[src/rtl/fifo_arb_pkg.sv]
// Shared types and width helpers for the fifo write-port arbiter.
package fifo_arb_pkg;

  typedef enum logic {
    StIdle  = 1'b0,
    StBurst = 1'b1
  } arb_state_e;

  // Grant index width; a single requester still needs one bit.
  function automatic int unsigned gnt_w(input int unsigned n);
    return (n > 1) ? $clog2(n) : 1;
  endfunction

  function automatic int unsigned bcnt_w(input int unsigned max_burst);
    return $clog2(max_burst + 1);
  endfunction

endpackage

[src/rtl/rr_pick.sv]
// Combinational round-robin priority encoder: first set req bit strictly after rr_ptr_i,
// searching upward with wrap-around.
module rr_pick #(
  parameter int unsigned NReq = 4,
  parameter int unsigned GntW = 2
) (
  input  logic [NReq-1:0] req_i,
  input  logic [GntW-1:0] rr_ptr_i,
  output logic [GntW-1:0] winner_o,
  output logic            any_o
);

  logic [GntW-1:0] idx;

  always_comb begin
    winner_o = '0;
    any_o    = 1'b0;
    idx      = '0;
    for (int unsigned k = 1; k <= NReq; k++) begin
      idx = GntW'((32'(rr_ptr_i) + k) % NReq);
      if (!any_o && req_i[idx]) begin
        any_o    = 1'b1;
        winner_o = idx;
      end
    end
  end

endmodule

[src/rtl/fifo_wr_arbiter.sv]
// Round-robin arbiter sharing one fifo write port among NREQ valid/ready requesters.
// Define FIFO_WR_ARB_STATS_EN to add the stall_cnt statistics counter and stats_clr.
module fifo_wr_arbiter import fifo_arb_pkg::*; #(
  parameter int unsigned NREQ      = 4,
  parameter int unsigned DSIZE     = 32,
  parameter int unsigned MAX_BURST = 8
) (
  input  logic                    wclk,
  input  logic                    wrst_n,
  input  logic [NREQ-1:0]         req_valid,
  input  logic [NREQ*DSIZE-1:0]   req_data,
  input  logic [NREQ-1:0]         req_last,
  output logic [NREQ-1:0]         req_ready,
  output logic                    w_en,
  output logic [DSIZE-1:0]        wdata,
  input  logic                    wfull,
`ifdef FIFO_WR_ARB_STATS_EN
  input  logic                    stats_clr,
  output logic [15:0]             stall_cnt,
`endif
  output logic [gnt_w(NREQ)-1:0]  grant_id,
  output logic                    busy
);

  localparam int unsigned GntW  = gnt_w(NREQ);
  localparam int unsigned BcntW = bcnt_w(MAX_BURST);

  arb_state_e       state_q, state_d;
  logic [GntW-1:0]  grant_q, grant_d;
  logic [GntW-1:0]  rr_ptr_q, rr_ptr_d;
  logic [BcntW-1:0] beat_cnt_q, beat_cnt_d;

  logic [GntW-1:0]  winner;
  logic             any_req;
  logic             accept;
  logic             release_grant;
  logic [DSIZE-1:0] req_words [NREQ];

  for (genvar i = 0; i < NREQ; i++) begin : g_unpack
    assign req_words[i] = req_data[i*DSIZE +: DSIZE];
  end

  rr_pick #(
    .NReq (NREQ),
    .GntW (GntW)
  ) u_rr_pick (
    .req_i    (req_valid),
    .rr_ptr_i (rr_ptr_q),
    .winner_o (winner),
    .any_o    (any_req)
  );

  assign busy          = (state_q == StBurst);
  assign grant_id      = grant_q;
  assign accept        = busy & req_valid[grant_q] & ~wfull;
  // The last beat of a burst is recognised on the word that would bring the count to MAX_BURST.
  assign release_grant = accept &
                         (req_last[grant_q] | (beat_cnt_q == BcntW'(MAX_BURST - 1)));

  always_comb begin
    req_ready = '0;
    if (busy) begin
      req_ready[grant_q] = ~wfull;
    end
    w_en  = accept;
    wdata = accept ? req_words[grant_q] : '0;
  end

  always_comb begin
    state_d    = state_q;
    grant_d    = grant_q;
    rr_ptr_d   = rr_ptr_q;
    beat_cnt_d = beat_cnt_q;
    unique case (state_q)
      StIdle: begin
        if (any_req) begin
          grant_d = winner;
          state_d = StBurst;
        end
      end
      StBurst: begin
        if (release_grant) begin
          state_d    = StIdle;
          rr_ptr_d   = grant_q;
          beat_cnt_d = '0;
        end else if (accept) begin
          beat_cnt_d = beat_cnt_q + BcntW'(1);
        end
      end
      default: state_d = StIdle;
    endcase
  end

  always_ff @(posedge wclk or negedge wrst_n) begin
    if (!wrst_n) begin
      state_q    <= StIdle;
      grant_q    <= '0;
      rr_ptr_q   <= GntW'(NREQ - 1);
      beat_cnt_q <= '0;
    end else begin
      state_q    <= state_d;
      grant_q    <= grant_d;
      rr_ptr_q   <= rr_ptr_d;
      beat_cnt_q <= beat_cnt_d;
    end
  end

`ifdef FIFO_WR_ARB_STATS_EN
  logic [15:0] stall_cnt_q, stall_cnt_d;

  always_comb begin
    stall_cnt_d = stall_cnt_q;
    if (stats_clr) begin
      stall_cnt_d = '0;
    end else if (busy && req_valid[grant_q] && wfull && (stall_cnt_q != 16'hFFFF)) begin
      stall_cnt_d = stall_cnt_q + 16'd1;
    end
  end

  always_ff @(posedge wclk or negedge wrst_n) begin
    if (!wrst_n) begin
      stall_cnt_q <= '0;
    end else begin
      stall_cnt_q <= stall_cnt_d;
    end
  end

  assign stall_cnt = stall_cnt_q;
`endif

endmodule
[config.mk]
export PLATFORM = sky130hd
export DESIGN_NAME = fifo_wr_arbiter
export DESIGN_NICKNAME = d
export VERILOG_FILES = /design/src/rtl/fifo_arb_pkg.sv /design/src/rtl/rr_pick.sv /design/src/rtl/fifo_wr_arbiter.sv
export SDC_FILE = /design/constraint.sdc
export NUM_CORES = 1
export LEC_CHECK = 0
export ABC_AREA = 1
export CAP_MARGIN = 20
export CORE_AREA = 2 2 76 78
export DETAILED_ROUTE_END_ITERATION = 12
export DIE_AREA = 0 0 78 80
export GPL_TIMING_DRIVEN = 0
export HOLD_SLACK_MARGIN = 0.15
export PLACE_DENSITY = 0.86
export SLEW_MARGIN = 15
export SYNTH_ARGS = -nofsm -noshare
export SYNTH_HDL_FRONTEND = slang
export SYNTH_SLANG_ARGS = --single-unit
export TNS_END_PERCENT = 1
[constraint.sdc]
create_clock -name wclk -period 4.8 [get_ports wclk]
set_input_delay 0.48 -clock wclk [delete_from_list [all_inputs] [get_ports wclk]]
set_output_delay 0.48 -clock wclk [all_outputs]
set_load 0.05 [all_outputs]
==> results by group <==
Clock network
  • Buffer depth of the longest clock path: 2
  • Quantity of gates resized following cts: 0
  • Post-cts hold buffer count: 0
  • Clk sink count: 9
  • Root cell of the clock tree: sky130_fd_sc_hd__clkbuf_8
  • Number of buffers added by the clock tree synthesis step: 3
  • CTS clock-pin slew for the worst setup and hold paths: 0.04 ns
  • Clock tree from TritonCTS: yes
  • Number of H-tree branching levels: 1
  • Clock network latency to the later pin of the worst-skew pair: 0.24 ns
  • Number of buffers inserted by post-CTS setup repair: 0

STA
  • Clock skew: 0.000383 ns
  • Worst Hold Slack: 0.513 ns
  • Final critical delay including setup and external delays: 3.32 ns
  • Setup TNS: 0 ns
  • Pins Over Slew Limit: 0
  • RSZ-0062 raised after global routing: false
  • Transition time at the pin with the least slew margin: 0.547 ns
  • Least setup slack across all paths after layout: 1.48 ns
  • Final Hold Fails: 0
  • Final cycle utilization of the critical path: 69.2%
  • Final setup violating endpoints: 0
  • Relative slew slack: 63.4%
  • Max Fclk: 0.301 GHz

Routing
  • Post-detailed-route DRC marker count: 0
  • Total number of vias: 2,816
  • DR top layer: met4
  • Number of nets still failing antenna checks after routing: 0
  • Routed wire per std cell: 15.1 um
  • Met1 WL: 3150 um
  • Number of optimization iterations in the first detailed-route pass: 5
  • Vias per cell: 5.13
  • DRC violation total after the first TritonRoute iteration: 99
  • Detailed route wirelength on metal3: 655 um
  • Routed wl met2: 4280 um
  • Wirelength, routed: 8290 um

Finish
  • Core utilization of the finished layout: 65.0%
  • Final layout net count: 618
  • Commonest non-fill, non-tap cell in the layout: sky130_fd_sc_hd__clkdlybuf4s50_1
  • Antenna diode count: 0
  • Commonest cells after routing, fill and taps aside: 178 x sky130_fd_sc_hd__clkdlybuf4s50_1, 114 x sky130_fd_sc_hd__nand2_1, 34 x sky130_fd_sc_hd__nand3_1
  • Share of cells above drive strength 1: 2.94%
  • Area overhead of the layout relative to synthesis: 120%
  • Post-route design area: 0.00351 mm^2
  • Final std cells w/o fill: 549

Worst hold path
  • Source of the worst hold timing path: busy
  • Hold WC Path Type: flop to flop
  • WHS Endpoint: busy
  • Min-Delay Path Depth: 2

Critical path
  • CP Data Required Time: 4.32 ns
  • Worst reg2reg path endpoint: grant_id[1]
  • Worst Path Arrival: 2.84 ns
  • Peak per-stage delay on the critical path: 0.82 ns
  • Cell depth of the worst flop-to-flop path: 11
  • Critical path class: primary input to primary output
  • Critical-path maximum fanout: 10
  • Register-to-register setup slack: 3.03 ns
  • Critical Path Sink Type: primary output
  • Crit-path cells: clkdlybuf4s50_1, inv_1, o22ai_1, nor2_1, nor2_4, inv_2, buf_2, nor2_1, clkdlybuf4s50_1
  • Standard cell with the maximum stage delay on the critical path: sky130_fd_sc_hd__clkdlybuf4s50_1
  • FF-to-FF Start: rr_ptr_q[0]
  • Element type at the critical path start: primary input

Synth
  • Dominant combinational cell family by area after synthesis: simple AND/OR/NAND/NOR gates
  • Area share of and/or/nand/nor cells after synthesis: 48.0%
  • Synthesized-area fraction occupied by ao, oa, aoi and oai cells: 26.3%
  • Share of synthesized cell area in full adder, half adder and majority cells: 0.784%
  • Async SR Flop Fraction: 100%
  • Count of different cell masters after synthesis: 23
  • Synth Area in XOR/XNOR: 1.10%
  • Post-Synthesis Mean Instance Area: 5.41 um^2
  • Area of the mapped netlist: 0.00160 mm^2
  • #FFs+latches synth: 9
  • Yosys synthesis warning count: 0
  • Instance count of the mapped netlist: 295
  • Post-synth top flop: sky130_fd_sc_hd__dfrtp_1
  • Synthesized Nets: 435
  • Proportion of synthesized area in mux cells: 0%
  • Register area share after synthesis: 14.3%
  • Number of enable-type register cells in the synthesized netlist: 0

Floorplanning
  • Number of standard-cell rows in the floorplan: 27
  • Height of the chip: 80 um
  • Area of the placeable core: 0.00541 mm^2
  • Starting density of the core: 29.5%
  • Die area: 0.00624 mm^2
  • I/O pin count: 179
  • Die X-Extent: 78 um

Global routing
  • Number of global-route vias before repair: 2,749
  • GRT Total Usage: 24.7%
  • Total overflow reported by the global router: 0
  • Number of antenna violations at the first check in global routing: 0
  • Pin count of the biggest net entering global routing: 11
  • First-pass GRT wire length: 12,400 um

Placement
  • Number of input and output port buffers inserted: 178
  • Total instance count after detailed placement: 545
  • Routability Congestion: 0.910
  • Total cell area at the placement stage: 0.00347 mm^2
  • Post-placement worst setup slack: 1.49 ns
  • HPWL reported at the end of detailed placement: 6810 um

Pwr
  • Cell area power density: 498 mW/mm^2
  • Total Power Consumption: 1.75 mW
  • Maximum vdd drop: 0.000197 V
  • Leakage power: 1.47 nW

Run
  • Max cap viols: 0

Outcome
  • Result of the run: completed
[Yosys cell counts, types with 2 or more instances]
cell	n	area share [%]
sky130_fd_sc_hd__o22ai_1	2	0.78
sky130_fd_sc_hd__a221oi_1	21	12
sky130_fd_sc_hd__inv_2	3	0.71
sky130_fd_sc_hd__nand3_1	34	11
sky130_fd_sc_hd__xor2_1	2	1.1
sky130_fd_sc_hd__nand3b_1	4	1.9
sky130_fd_sc_hd__nor2_1	32	7.5
sky130_fd_sc_hd__a31oi_1	12	4.7
sky130_fd_sc_hd__inv_1	15	3.5
sky130_fd_sc_hd__o21ai_1	2	0.63
sky130_fd_sc_hd__clkbuf_1	14	3.3
sky130_fd_sc_hd__a22oi_1	11	5.2
sky130_fd_sc_hd__dfstp_2	2	3.3
sky130_fd_sc_hd__buf_2	3	0.94
sky130_fd_sc_hd__nand2_1	114	27
sky130_fd_sc_hd__dfrtp_1	7	11
sky130_fd_sc_hd__a21oi_1	11	3.4
[worst max-delay path, delay by kind of cell]
kind | cells | cell delay [ns]
buffers and inverters | 5 | 1.77
AND/OR/NAND/NOR | 3 | 0.42
AO/OA/AOI/OAI | 1 | 0.17
[metal layers]
| metal | vias up | track usage, % |
|---|---|---|
| li1 | 1385 | - |
| met1 | 1263 | 27.0 |
| met2 | 147 | 47.2 |
| met3 | 21 | 4.86 |
| met4 | 0 | 8.77 |
| met5 | - | 0 |
[state kept, by name, summed over array words and instances, names as in the netlist]
name and cells:
grant_id 2, rr_ptr_q 2, busy 1, beat_cnt_q 4
[cell families after synthesis]
family	count (synthesis)
and+or+nand+nor	186
AOI/OAI and AO/OA	59
buffers and inverters	38
DFF	9
xor gates and xnor gates	2
adders and majority gates	1
[power breakdown]
part / internal, mW / switching [mW]
clock: 0.0580 / 0.0318
sequential: 0.119 / 0.0427
combinational: 0.534 / 0.963
total: 0.711 / 1.04
[final cells by class]
cell class                 instances  area (um^2)
fill                             484         1890
timing repair buffer             178         1780
multi-input combinational        248         1210
sequential                         9          228
tap                               72         90.1
buffer                            19         82.6
inverter                          19         71.3
clock buffer                       4         45.0
[worst max path at each step]
stage                      endpoint  slack, ns  depth (start not counted)         start
final                     wdata[13]       1.48                          9  req_valid[1]
after global routing      wdata[10]       1.32                          9  req_valid[1]
after CTS                 wdata[13]       1.49                          9  req_valid[1]
after detailed placement  wdata[13]       1.49                          9  req_valid[1]
after global placement    wdata[28]       1.54                          9  req_valid[3]
after floorplan            wdata[1]       1.77                          8   grant_id[1]
Note: power is estimated with default switching activity, not from simulation.
